--- config.mk ---
export PLATFORM = sky130hd
export DESIGN_NAME = cam_entry_alloc_ctrl
export DESIGN_NICKNAME = d
export VERILOG_FILES = /design/src/rtl/cam_entry_alloc_ctrl_pkg.sv /design/src/rtl/cam_entry_alloc_ctrl_pick4.sv /design/src/rtl/cam_entry_alloc_ctrl.sv
export SDC_FILE = /design/constraint.sdc
export NUM_CORES = 1
export LEC_CHECK = 0
export ABC_AREA = 0
export CAP_MARGIN = 5
export CORE_MARGIN = 5
export CORE_UTILIZATION = 25
export CTS_CLUSTER_DIAMETER = 100
export DETAILED_ROUTE_END_ITERATION = 16
export HOLD_SLACK_MARGIN = 0.02
export PLACE_DENSITY = 0.52
export SLEW_MARGIN = 20
export SYNTH_ARGS = -nofsm -noshare
export SYNTH_HDL_FRONTEND = slang
export SYNTH_SLANG_ARGS = --single-unit
--- constraint.sdc ---
create_clock -name clk -period 21.9 [get_ports clk]
set_clock_uncertainty 0.15 [all_clocks]
set_input_delay 2.19 -clock clk [delete_from_list [all_inputs] [get_ports clk]]
set_output_delay 2.19 -clock clk [all_outputs]
set_load 0.03 [all_outputs]
--- src/rtl/cam_entry_alloc_ctrl_pkg.sv ---
// Shared constants and types for the tag-CAM allocation controller.
package cam_entry_alloc_ctrl_pkg;

    localparam int unsigned CAM_DEPTH = 16;
    localparam int unsigned CAM_INDEX = 4;
    localparam int unsigned CAM_WIDTH = 8;
    localparam int unsigned NUM_SLOTS = 4;

    typedef struct packed {
        logic                 we;
        logic [CAM_INDEX-1:0] addr;
        logic [CAM_WIDTH-1:0] tag;
    } cam_wr_t;

    function automatic logic [CAM_INDEX:0] popcount(input logic [CAM_DEPTH-1:0] v);
        logic [CAM_INDEX:0] c;
        c = '0;
        for (int i = 0; i < int'(CAM_DEPTH); i++) begin
            c = c + {{CAM_INDEX{1'b0}}, v[i]};
        end
        return c;
    endfunction

endpackage

--- src/rtl/cam_entry_alloc_ctrl_pick4.sv ---
// Picks up to four free entries: the n-th accepted slot gets the n-th lowest free index.
module cam_free_pick4
    import cam_entry_alloc_ctrl_pkg::*;
(
    input  logic [CAM_DEPTH-1:0]                 free_map,
    input  logic [NUM_SLOTS-1:0]                 accept,
    output logic [NUM_SLOTS-1:0][CAM_INDEX-1:0]  idx,
    output logic [CAM_DEPTH-1:0]                 alloc_mask
);

    always_comb begin
        logic [CAM_DEPTH-1:0] avail;
        logic [CAM_DEPTH-1:0] pick;
        avail      = free_map;
        pick       = '0;
        alloc_mask = '0;
        idx        = '0;
        for (int k = 0; k < int'(NUM_SLOTS); k++) begin
            if (accept[k]) begin
                // Isolate the lowest set bit, then mask it out for the next slot.
                pick = avail & (~avail + CAM_DEPTH'(1));
                for (int i = 0; i < int'(CAM_DEPTH); i++) begin
                    if (pick[i]) begin
                        idx[k] = CAM_INDEX'(i);
                    end
                end
                alloc_mask = alloc_mask | pick;
                avail      = avail & ~pick;
            end
        end
    end

endmodule

--- src/rtl/cam_entry_alloc_ctrl.sv ---
// Free-map allocator for the 4R/4W tag CAM: assigns entries, drives registered write ports,
// and exports the entry-valid vector used to mask stale CAM matches.
module cam_entry_alloc_ctrl
    import cam_entry_alloc_ctrl_pkg::*;
(
    input  logic                 clk,
    input  logic                 reset,
    input  logic                 flush_i,
    input  logic                 req0_valid_i,
    input  logic                 req1_valid_i,
    input  logic                 req2_valid_i,
    input  logic                 req3_valid_i,
    input  logic [CAM_WIDTH-1:0] req0_tag_i,
    input  logic [CAM_WIDTH-1:0] req1_tag_i,
    input  logic [CAM_WIDTH-1:0] req2_tag_i,
    input  logic [CAM_WIDTH-1:0] req3_tag_i,
    output logic                 ready_o,
    output logic [CAM_INDEX-1:0] idx0_o,
    output logic [CAM_INDEX-1:0] idx1_o,
    output logic [CAM_INDEX-1:0] idx2_o,
    output logic [CAM_INDEX-1:0] idx3_o,
    input  logic [CAM_DEPTH-1:0] release_mask_i,
    output logic                 cam0_we_o,
    output logic                 cam1_we_o,
    output logic                 cam2_we_o,
    output logic                 cam3_we_o,
    output logic [CAM_INDEX-1:0] cam0_addr_o,
    output logic [CAM_INDEX-1:0] cam1_addr_o,
    output logic [CAM_INDEX-1:0] cam2_addr_o,
    output logic [CAM_INDEX-1:0] cam3_addr_o,
    output logic [CAM_WIDTH-1:0] cam0_tag_o,
    output logic [CAM_WIDTH-1:0] cam1_tag_o,
    output logic [CAM_WIDTH-1:0] cam2_tag_o,
    output logic [CAM_WIDTH-1:0] cam3_tag_o,
    output logic [CAM_DEPTH-1:0] entry_valid_o,
    output logic [CAM_INDEX:0]   free_cnt_o,
    output logic                 err_o
);

    logic [CAM_DEPTH-1:0]                free_map_q;
    logic [CAM_INDEX:0]                  free_cnt_q;
    cam_wr_t                             wr_q [NUM_SLOTS];
    logic                                err_q;

    logic                                ready;
    logic [NUM_SLOTS-1:0]                req_valid;
    logic [NUM_SLOTS-1:0][CAM_WIDTH-1:0] req_tag;
    logic [NUM_SLOTS-1:0]                accept;
    logic [NUM_SLOTS-1:0][CAM_INDEX-1:0] idx;
    logic [CAM_DEPTH-1:0]                alloc_mask;
    logic [CAM_DEPTH-1:0]                rel_eff;
    logic                                rel_bad;

    // Ready depends only on state so there is no valid->ready path.
    assign ready     = (free_cnt_q >= (CAM_INDEX+1)'(NUM_SLOTS));
    assign req_valid = {req3_valid_i, req2_valid_i, req1_valid_i, req0_valid_i};
    assign req_tag   = {req3_tag_i, req2_tag_i, req1_tag_i, req0_tag_i};
    assign accept    = req_valid & {NUM_SLOTS{ready && !flush_i}};
    assign rel_eff   = release_mask_i & ~free_map_q;
    assign rel_bad   = |(release_mask_i & free_map_q);

    cam_free_pick4 u_pick (
        .free_map   (free_map_q),
        .accept     (accept),
        .idx        (idx),
        .alloc_mask (alloc_mask)
    );

    always_ff @(posedge clk) begin
        if (reset) begin
            free_map_q <= '1;
            free_cnt_q <= (CAM_INDEX+1)'(CAM_DEPTH);
            err_q      <= 1'b0;
            for (int k = 0; k < int'(NUM_SLOTS); k++) begin
                wr_q[k] <= '0;
            end
        end else if (flush_i) begin
            free_map_q <= '1;
            free_cnt_q <= (CAM_INDEX+1)'(CAM_DEPTH);
            for (int k = 0; k < int'(NUM_SLOTS); k++) begin
                wr_q[k].we <= 1'b0;
            end
        end else begin
            // Allocation only draws from pre-edge free entries, so it never overlaps rel_eff.
            free_map_q <= (free_map_q | release_mask_i) & ~alloc_mask;
            free_cnt_q <= free_cnt_q + popcount(rel_eff) - popcount(alloc_mask);
            if (rel_bad) begin
                err_q <= 1'b1;
            end
            for (int k = 0; k < int'(NUM_SLOTS); k++) begin
                wr_q[k].we <= accept[k];
                if (accept[k]) begin
                    wr_q[k].addr <= idx[k];
                    wr_q[k].tag  <= req_tag[k];
                end
            end
        end
    end

    assign ready_o       = ready;
    assign idx0_o        = idx[0];
    assign idx1_o        = idx[1];
    assign idx2_o        = idx[2];
    assign idx3_o        = idx[3];
    assign cam0_we_o     = wr_q[0].we;
    assign cam1_we_o     = wr_q[1].we;
    assign cam2_we_o     = wr_q[2].we;
    assign cam3_we_o     = wr_q[3].we;
    assign cam0_addr_o   = wr_q[0].addr;
    assign cam1_addr_o   = wr_q[1].addr;
    assign cam2_addr_o   = wr_q[2].addr;
    assign cam3_addr_o   = wr_q[3].addr;
    assign cam0_tag_o    = wr_q[0].tag;
    assign cam1_tag_o    = wr_q[1].tag;
    assign cam2_tag_o    = wr_q[2].tag;
    assign cam3_tag_o    = wr_q[3].tag;
    assign entry_valid_o = ~free_map_q;
    assign free_cnt_o    = free_cnt_q;
    assign err_o         = err_q;

endmodule

==> tab_implementation.tex, run 1 <==
\begin{tabular}{lr}
\hline
Metric & Value \\
\hline
\multicolumn{2}{l}{\textbf{Status}} \\
Outcome & finished, final reports clean \\
\multicolumn{2}{l}{\textbf{Layout}} \\
Fin nets & 969 \\
P\&R area growth vs syn & 31.6\% \\
Highest-count cells in the layout ignoring fill and taps & sky130\_fd\_sc\_hd\_\_clkdlybuf4s50\_1, sky130\_fd\_sc\_hd\_\_nor2\_1, sky130\_fd\_sc\_hd\_\_nand2\_1, sky130\_fd\_sc\_hd\_\_edfxtp\_1, sky130\_fd\_sc\_hd\_\_inv\_1 \\
Share of final-layout standard cells stronger than drive strength 1 & under 10\% \\
Most common cell after layout, fill and taps aside & sky130\_fd\_sc\_hd\_\_clkdlybuf4s50\_1 \\
Final antenna diode count & 0 \\
\multicolumn{2}{l}{\textbf{Power}} \\
Combinational fraction of design power & 38.5\% \\
Max VDD drop & 0.0000664 V \\
Switching portion of total power & 35.4\% \\
Clock share of power & 28.6\% \\
Internal Pwr Total & 0.000333 W \\
Share of total power in sequential cells & between 30\% and 40\% \\
Power Density & slightly above 60 nW/µm² \\
Lkg Pwr & 3.03 nW \\
Reported net switching power & 0.000183 W \\
\multicolumn{2}{l}{\textbf{Clock tree}} \\
Clock latency on the worst-skew pair & roughly 0.34 ns \\
\# H-tree levels & 3 \\
Cts repair resizes & 0 \\
Number of clock buffers inserted by TritonCTS & 9 \\
Maximum clock insertion buffer count & 2 \\
Sinks on Clock Net & 74 \\
Post-CTS setup buffer count & 0 \\
Count of hold-fix buffers inserted at cts & 0 \\
Clock tree from TritonCTS & yes \\
Root buf cell & sky130\_fd\_sc\_hd\_\_clkbuf\_16 \\
Clock slew at reported path FFs & 0.07 ns \\
\multicolumn{2}{l}{\textbf{Setup path}} \\
Nature of the critical path endpoint & flip-flop \\
Critical Path Start Type & input port \\
Register-to-Register Path Depth & 23 \\
Reg-to-reg critical path startpoint & free\_map\_q[2]\$\_SDFF\_PN1\_ \\
Arrival time reported for the critical path endpoint & about 10 ns \\
Max incr delay on CP & 0.73 ns \\
Critical Path Source & req0\_valid\_i \\
End of the worst register-to-register path & free\_cnt\_o[2]\$\_SDFF\_PN0\_ \\
Required arrival time at the worst endpoint & 22.01 ns \\
Kind of critical path & in -> reg \\
Most used cell, CP & sky130\_fd\_sc\_hd\_\_fa\_1 \\
Largest fanout of any net on the critical path & 13 \\
Ordered cell list for the critical path & clkdlybuf4s50\_1 > nor2b\_1 > o211ai\_1 > buf\_4 > o31ai\_4 > nand4\_1 > nor2\_1 > a31oi\_1 > nor4\_1 > and2\_1 > o41a\_1 > fa\_1 > inv\_1 > fa\_1 > inv\_1 > fa\_1 > fa\_1 > fa\_1 > inv\_1 > fa\_1 > ha\_1 > inv\_1 > fa\_1 > nor3\_1 \\
Worst setup slack for register-to-register paths & 13.25 ns \\
Master of the slowest instance on the critical path & sky130\_fd\_sc\_hd\_\_clkdlybuf4s50\_1 \\
\multicolumn{2}{l}{\textbf{Drt}} \\
Number of nets with antenna violations after routing & 0 \\
Number of detailed-route iterations in the first pass & 6 \\
Total DRC errors in the routed layout & 0 \\
Post-detailed-route via-to-cell ratio & 5.29 \\
Number of design-rule violations left by the first detailed-router iteration & 696 \\
Number of vias in the routed layout & 6399 \\
Metal-1 WL & 10800 µm \\
Top routing layer in use & met4 \\
Routed length on met2 & 11400 µm \\
Detailed-route wire length & $\sim$25000 µm \\
Post-DR wirelength/cell & 20.8 µm \\
DR WL met3 & 2220 µm \\
\multicolumn{2}{l}{\textbf{Placed design}} \\
Last weighted congestion value of the routability-driven placer & between 0.9 and 1 \\
Total half-perimeter wirelength after legalization and detailed placement & roughly 20000 µm \\
Count of buffers from port buffering & 145 \\
\multicolumn{2}{l}{\textbf{Floorplan}} \\
Die outline height & $\sim$170 µm \\
Die outline width & 170 µm \\
Top-Level Pins & between 100 and 150 \\
Die footprint & $\sim$29000 µm² \\
Row Count & 58 \\
Effective utilization at floorplan & 25.4\% \\
Placeable Area & around 25000 µm² \\
\multicolumn{2}{l}{\textbf{Logic synthesis}} \\
Area of the mapped netlist & 6410 µm² \\
Cell type with the largest total area after synthesis & sky130\_fd\_sc\_hd\_\_edfxtp\_1 \\
Post-synthesis area per instance & roughly 8.5 µm² \\
Seq/Total Area, Yosys & 31.1\% \\
FF+latch count, synth & 74 \\
Share of synthesized flip-flops with an asynchronous set or reset & 0\% \\
Synth cell types & between 80 and 90 \\
Post-synth top area share & a little under a quarter \\
Number of warning messages in the yosys log & 0 \\
Count of mapped cells out of synthesis & 752 \\
Synth area leaders & sky130\_fd\_sc\_hd\_\_edfxtp\_1, sky130\_fd\_sc\_hd\_\_fa\_1, sky130\_fd\_sc\_hd\_\_dfxtp\_1, sky130\_fd\_sc\_hd\_\_nor2\_1, sky130\_fd\_sc\_hd\_\_nand2\_1 \\
Dominant synthesized flop cell & sky130\_fd\_sc\_hd\_\_edfxtp\_1 \\
EDFF count, synth & 51 \\
\multicolumn{2}{l}{\textbf{Min path}} \\
Min-Delay Endpoint & err\_o\$\_SDFFE\_PP0P\_ \\
Min-Delay Path Class & reg -> reg \\
Hold depth & 2 \\
Worst min-delay path startpoint & err\_o\$\_SDFFE\_PP0P\_ \\
\multicolumn{2}{l}{\textbf{Timing}} \\
Worst hold slack & 0.355 ns \\
Worst-case headroom to the max-slew limit & 39.4\% \\
Number of max-slew violations in the final report & 0 \\
Final min period & slightly above 10 ns \\
RSZ-0062 raised after global routing & false \\
Hold Fails Final Rpt & 0 \\
Number of setup violations in the final report & 0 \\
Period Utilization, post-route & 47.2\% \\
Fmax & 96.8 MHz \\
Worst-Margin Slew & 0.898 ns \\
Setup TNS & 0 ns \\
\multicolumn{2}{l}{\textbf{GRT}} \\
Total routing usage reported by global routing & 16.9\% \\
Global-route wire length before repair & 37600 µm \\
Largest net degree at the start of global routing & 42 \\
Via count of the first global-routing pass & 6187 \\
GRT Residual Overflow & 0 \\
Antenna violations before repair & 0 \\
\multicolumn{2}{l}{\textbf{Run}} \\
Max-cap check violation count & 0 \\
\hline
\end{tabular}
[cells in the mapped netlist, types with 8 or more instances]
| cell | number |
|---|---|
| sky130_fd_sc_hd__a211oi_1 | 13 |
| sky130_fd_sc_hd__dfxtp_1 | 23 |
| sky130_fd_sc_hd__o21ai_0 | 41 |
| sky130_fd_sc_hd__o22ai_1 | 12 |
| sky130_fd_sc_hd__o31ai_1 | 8 |
| sky130_fd_sc_hd__maj3_1 | 8 |
| sky130_fd_sc_hd__o21ai_1 | 8 |
| sky130_fd_sc_hd__edfxtp_1 | 51 |
| sky130_fd_sc_hd__nand2_1 | 68 |
| sky130_fd_sc_hd__fa_1 | 28 |
| sky130_fd_sc_hd__a21oi_1 | 39 |
| sky130_fd_sc_hd__ha_1 | 11 |
| sky130_fd_sc_hd__clkbuf_1 | 26 |
| sky130_fd_sc_hd__buf_2 | 8 |
| sky130_fd_sc_hd__nor2b_1 | 24 |
| sky130_fd_sc_hd__and2_1 | 27 |
| sky130_fd_sc_hd__o211ai_1 | 17 |
| sky130_fd_sc_hd__nand3_1 | 17 |
| sky130_fd_sc_hd__nor2_1 | 71 |
| sky130_fd_sc_hd__nor3_1 | 27 |
| sky130_fd_sc_hd__a21o_1 | 9 |
| sky130_fd_sc_hd__a31oi_1 | 19 |
| sky130_fd_sc_hd__inv_1 | 48 |
[metrics by stage]
step	instance area, µm²	power (W)	cells	util, %	setup slack (ns)
2_1_floorplan	6410	0.000311	754	-	13.00
3_3_place_gp	8130	0.000373	1193	32.3	11.44
3_5_place_dp	8130	0.000375	1193	32.3	11.24
4_1_cts	8420	0.000525	1209	33.4	11.62
5_1_grt	8430	0.000551	1210	33.5	11.13
6_report	8430	0.000516	1210	33.5	11.57
[flip-flops by register name (all words and copies together), names as in the netlist]
signal      count
wr_q           52
err_o           1
free_map_q     16
free_cnt_o      5
[layout make-up]
cell class,count,area [µm²]
fillers,2645,16800
multi-input cells,588,4060
flip-flops and latches,74,1990
repair buffers,149,1480
well taps,330,413
clock buffers,11,253
inverters,53,199
clock inverters,5,37.5
[layer usage]
| metal | GRT usage (%) | up-vias |
|---|---|---|
| met5 | 0 | - |
| met4 | 5.17 | 0 |
| met3 | 4.53 | 35 |
| met2 | 26.3 | 306 |
| met1 | 23.0 | 3049 |
| li1 | - | 3009 |
[worst max path at each step]
stage | to | slack, ns | cells past startpoint
after detailed placement | free_cnt_o[4]$_SDFF_PN1_ | 11.24 | 26
after global routing | free_cnt_o[4]$_SDFF_PN1_ | 11.13 | 25
after CTS | free_cnt_o[4]$_SDFF_PN1_ | 11.62 | 26
final | free_cnt_o[2]$_SDFF_PN0_ | 11.57 | 24
after global placement | free_cnt_o[4]$_SDFF_PN1_ | 11.44 | 26
after floorplan | free_cnt_o[4]$_SDFF_PN1_ | 13.00 | 26
[power groups by stage]
stage               combinational (W)  sequential [W]  clock [W]
global placement             0.000200        0.000173          0
global route                 0.000222        0.000172   0.000157
floorplan                    0.000118        0.000192          0
finish                       0.000199        0.000170   0.000147
CTS                          0.000203        0.000170   0.000152
detailed placement           0.000202        0.000173          0
[critical path: cells and delay by family]
kind,cells,cell delay [ns]
and+or+nand+nor,6,2.42
AOI/OAI and AO/OA,4,1.14
buffers and inverters,6,1.31
adders and majority gates,8,3.39
[kinds of logic after synthesis]
family                   Yosys count  synth area share (%)
adder cells (fa/ha/maj)           47                  12.1
XOR/XNOR                           9                  1.23
AND/OR/NAND/NOR                  291                  24.0
other                              1                0.0585
multiplexers                       2                 0.332
AO/OA/AOI/OAI                    236                  25.5
buffers and inverters             92                  5.66
flip-flops                        74                  31.1
(Power assumes the default switching activity.)
==> run 2, diff against run 1 <==
PLACE_DENSITY = 0.53   (was 0.52)
clock period = 8.7 ns   (was 21.9 ns; I/O delays follow)
==> run 2 against run 1 <==
Net effect:
- register-to-register slack got worse by 13 ns
- flip-flop and latch count stayed put
- non-clock buffer count up 43
- sequential power rose to 2.5 times the previous value
- cell count up 3.6%
- hold slack got worse by 0.0091 ns
- first-iteration DRC count is 0.29% higher
- critical path depth increased by 1
- critical path type unchanged
==> tab_implementation.tex, run 2 (synthesis results as in run 1) <==
\begin{tabular}{lr}
\hline
Metric & Value \\
\hline
\multicolumn{2}{l}{\textbf{Status}} \\
Outcome & finished, final reports clean (unchanged) \\
\multicolumn{2}{l}{\textbf{Power}} \\
Share of total power in sequential cells & 31.8\% (was 32.9\%) \\
Reported net switching power & 0.000461 W (was 0.000183 W) \\
Switching portion of total power & 34.3\% (was 35.4\%) \\
Total power consumption of the routed design & 0.00134 W (was 0.000516 W) \\
Combinational fraction of design power & 37.8\% (was 38.5\%) \\
Lkg Pwr & 3.26 nW (was 3.03 nW) \\
Power Density & 153 nW/µm² (was 61.2 nW/µm²) \\
Clock share of power & 30.4\% (was 28.6\%) \\
Internal Pwr Total & 0.000883 W (was 0.000333 W) \\
Max VDD drop & 0.000176 V (was 0.0000664 V) \\
\multicolumn{2}{l}{\textbf{Clock tree}} \\
Sinks on Clock Net & 74 (unchanged) \\
Maximum clock insertion buffer count & 2 (unchanged) \\
Number of clock buffers inserted by TritonCTS & 9 (unchanged) \\
Clock tree from TritonCTS & yes (unchanged) \\
Post-CTS setup buffer count & 0 (unchanged) \\
Count of hold-fix buffers inserted at cts & 0 (unchanged) \\
\# H-tree levels & 3 (unchanged) \\
Cts repair resizes & 0 (unchanged) \\
Root buf cell & sky130\_fd\_sc\_hd\_\_clkbuf\_16 (unchanged) \\
Clock slew at reported path FFs & 0.06 ns (was 0.07 ns) \\
Clock latency on the worst-skew pair & 0.35 ns (was 0.34 ns) \\
\multicolumn{2}{l}{\textbf{Setup path}} \\
Most used cell, CP & sky130\_fd\_sc\_hd\_\_fa\_1 (unchanged) \\
Cell family with most CP delay & adder cells (unchanged) \\
Required arrival time at the worst endpoint & 8.82 ns (was 22.01 ns) \\
Critical Path Source & req0\_valid\_i (unchanged) \\
Kind of critical path & in -> reg (unchanged) \\
Largest fanout of any net on the critical path & 6 (was 13) \\
Arrival time reported for the critical path endpoint & 8.39 ns (was 10.44 ns) \\
Max incr delay on CP & 0.57 ns (was 0.73 ns) \\
Count of buffering cells on the critical path with inverters included & 5 (was 6) \\
Master of the slowest instance on the critical path & sky130\_fd\_sc\_hd\_\_clkdlybuf4s50\_1 (unchanged) \\
Reg-to-reg critical path startpoint & free\_map\_q[0]\$\_SDFF\_PN1\_ (was free\_map\_q[2]\$\_SDFF\_PN1\_) \\
Critical Path Start Type & input port (unchanged) \\
Nature of the critical path endpoint & flip-flop (unchanged) \\
\multicolumn{2}{l}{\textbf{Floorplan}} \\
Placeable Area & 25200 µm² (unchanged) \\
Die outline height & 170 µm (unchanged) \\
Die outline width & 170 µm (unchanged) \\
Row Count & 58 (unchanged) \\
Die footprint & 28900 µm² (unchanged) \\
Top-Level Pins & 146 (unchanged) \\
Effective utilization at floorplan & 25.4\% (unchanged) \\
\multicolumn{2}{l}{\textbf{Timing}} \\
Number of max-slew violations in the final report & 0 (unchanged) \\
Period Utilization, post-route & 95.0\% \\
Setup TNS & 0 ns (unchanged) \\
Worst-case headroom to the max-slew limit & 38.1\% (was 39.4\%) \\
Hold Fails Final Rpt & 0 (unchanged) \\
RSZ-0062 raised after global routing & false (unchanged) \\
Number of setup violations in the final report & 0 (unchanged) \\
Worst-Margin Slew & 0.927 ns (was 0.898 ns) \\
Fmax & 121 MHz \\
Final min period & 8.27 ns \\
\multicolumn{2}{l}{\textbf{Drt}} \\
Number of detailed-route iterations in the first pass & 5 (was 6) \\
Number of nets with antenna violations after routing & 0 (unchanged) \\
Post-DR wirelength/cell & 20.7 µm (was 20.8 µm) \\
Total DRC errors in the routed layout & 0 (unchanged) \\
Number of design-rule violations left by the first detailed-router iteration & 698 (was 696) \\
Detailed-route wire length & 25900 µm (was 25100 µm) \\
Number of vias in the routed layout & 6738 (was 6399) \\
Post-detailed-route via-to-cell ratio & 5.38 (was 5.29) \\
\multicolumn{2}{l}{\textbf{Layout}} \\
Final antenna diode count & 0 (unchanged) \\
Number of flip-flops under the largest register name & 52 (unchanged) \\
P\&R area growth vs syn & 37.1\% (was 31.6\%) \\
Fin nets & 1012 (was 969) \\
Register ranked first by flip-flop count & wr\_q (unchanged) \\
Most common cell after layout, fill and taps aside & sky130\_fd\_sc\_hd\_\_clkdlybuf4s50\_1 (unchanged) \\
Highest-count cells in the layout ignoring fill and taps & sky130\_fd\_sc\_hd\_\_clkdlybuf4s50\_1, sky130\_fd\_sc\_hd\_\_nor2\_1, sky130\_fd\_sc\_hd\_\_nand2\_1, sky130\_fd\_sc\_hd\_\_edfxtp\_1, sky130\_fd\_sc\_hd\_\_inv\_1 (unchanged) \\
Share of final-layout standard cells stronger than drive strength 1 & 11.1\% (was 6.82\%) \\
\multicolumn{2}{l}{\textbf{Placed design}} \\
Last weighted congestion value of the routability-driven placer & 0.984 (about the same) \\
Total half-perimeter wirelength after legalization and detailed placement & 20900 µm (was 20000 µm) \\
Count of buffers from port buffering & 145 (unchanged) \\
\multicolumn{2}{l}{\textbf{GRT}} \\
Total routing usage reported by global routing & 17.6\% (was 16.9\%) \\
GRT Residual Overflow & 0 (unchanged) \\
Global-route wire length before repair & 39500 µm (was 37600 µm) \\
Antenna violations before repair & 0 (unchanged) \\
Largest net degree at the start of global routing & 41 (was 42) \\
Via count of the first global-routing pass & 6474 (was 6187) \\
\multicolumn{2}{l}{\textbf{Min path}} \\
Worst min-delay path startpoint & err\_o\$\_SDFFE\_PP0P\_ (unchanged) \\
Min-Delay Path Class & reg -> reg (unchanged) \\
\multicolumn{2}{l}{\textbf{Run}} \\
Max-cap check violation count & 0 (unchanged) \\
\hline
\end{tabular}
[run 2: through the flow]
step,hold slack (ns),cells,area [µm²],setup WS (ns),util [%]
final,0.346,1253,8780,0.434,34.9
after floorplan,0.391,754,6410,1.12,-
after global placement,0.315,1237,8460,0.330,33.6
after detailed placement,0.311,1237,8460,0.153,33.6
after CTS,0.343,1253,8780,0.465,34.9
after global routing,0.403,1253,8780,0.0190,34.9
[run 2: path summary, 6_finish.rpt]
kind,depth (start not counted),slack [ns],end
setup / recovery,25,0.43,free_cnt_o[2]$_SDFF_PN0_
hold / removal,2,0.35,err_o$_SDFFE_PP0P_
setup reg to reg,24,0.67,free_cnt_o[2]$_SDFF_PN0_
hold reg to reg,2,0.35,err_o$_SDFFE_PP0P_
[run 2: layout make-up]
| class | instances | area, µm² |
|---|---|---|
| clock buffer | 9 | 225 |
| inverter | 53 | 199 |
| multi-input combinational | 588 | 4060 |
| fill | 2641 | 16400 |
| sequential | 74 | 1990 |
| clock inverter | 7 | 92.6 |
| tap | 330 | 413 |
| timing repair buffer | 192 | 1800 |
[run 2: power by group through the flow]
stage	clock network [W]	logic [W]	registers, W
finish	0.000408	0.000508	0.000428
global route	0.000433	0.000573	0.000432
CTS	0.000420	0.000516	0.000428
detailed placement	0	0.000513	0.000436
global placement	0	0.000511	0.000435
floorplan	0	0.000298	0.000485
[run 2: worst register-to-register path, cell delays in order, from the launching register on]
cell and delay [ns]:
sky130_fd_sc_hd__dfxtp_1 0.61, sky130_fd_sc_hd__nor4_2 0.66, sky130_fd_sc_hd__o211a_1 0.42, sky130_fd_sc_hd__a31oi_1 0.20
sky130_fd_sc_hd__nor2_1 0.30, sky130_fd_sc_hd__a31oi_2 0.23, sky130_fd_sc_hd__or3_4 0.47, sky130_fd_sc_hd__o21ai_0 0.11
sky130_fd_sc_hd__o31a_1 0.38, sky130_fd_sc_hd__nand3b_4 0.16, sky130_fd_sc_hd__nor2_2 0.18, sky130_fd_sc_hd__o41a_1 0.21
sky130_fd_sc_hd__fa_1 0.42, sky130_fd_sc_hd__inv_1 0.10, sky130_fd_sc_hd__fa_1 0.44, sky130_fd_sc_hd__inv_1 0.08
sky130_fd_sc_hd__fa_1 0.43, sky130_fd_sc_hd__fa_1 0.52, sky130_fd_sc_hd__fa_1 0.54, sky130_fd_sc_hd__inv_1 0.06
sky130_fd_sc_hd__fa_1 0.44, sky130_fd_sc_hd__ha_1 0.22, sky130_fd_sc_hd__inv_1 0.07, sky130_fd_sc_hd__fa_1 0.41
sky130_fd_sc_hd__nor3_1 0.17
[run 2: routing by layer]
metal  up-vias  wire (µm)  GRT usage [%]  part of all wire [%]
met5         -          0              0                     0
met2       357      11800           27.3                    46
met4         0        671           5.94                   2.6
met1      3231      11100           24.8                    43
met3        44       2350           3.07                   9.1
li1       3106          -              -                     -
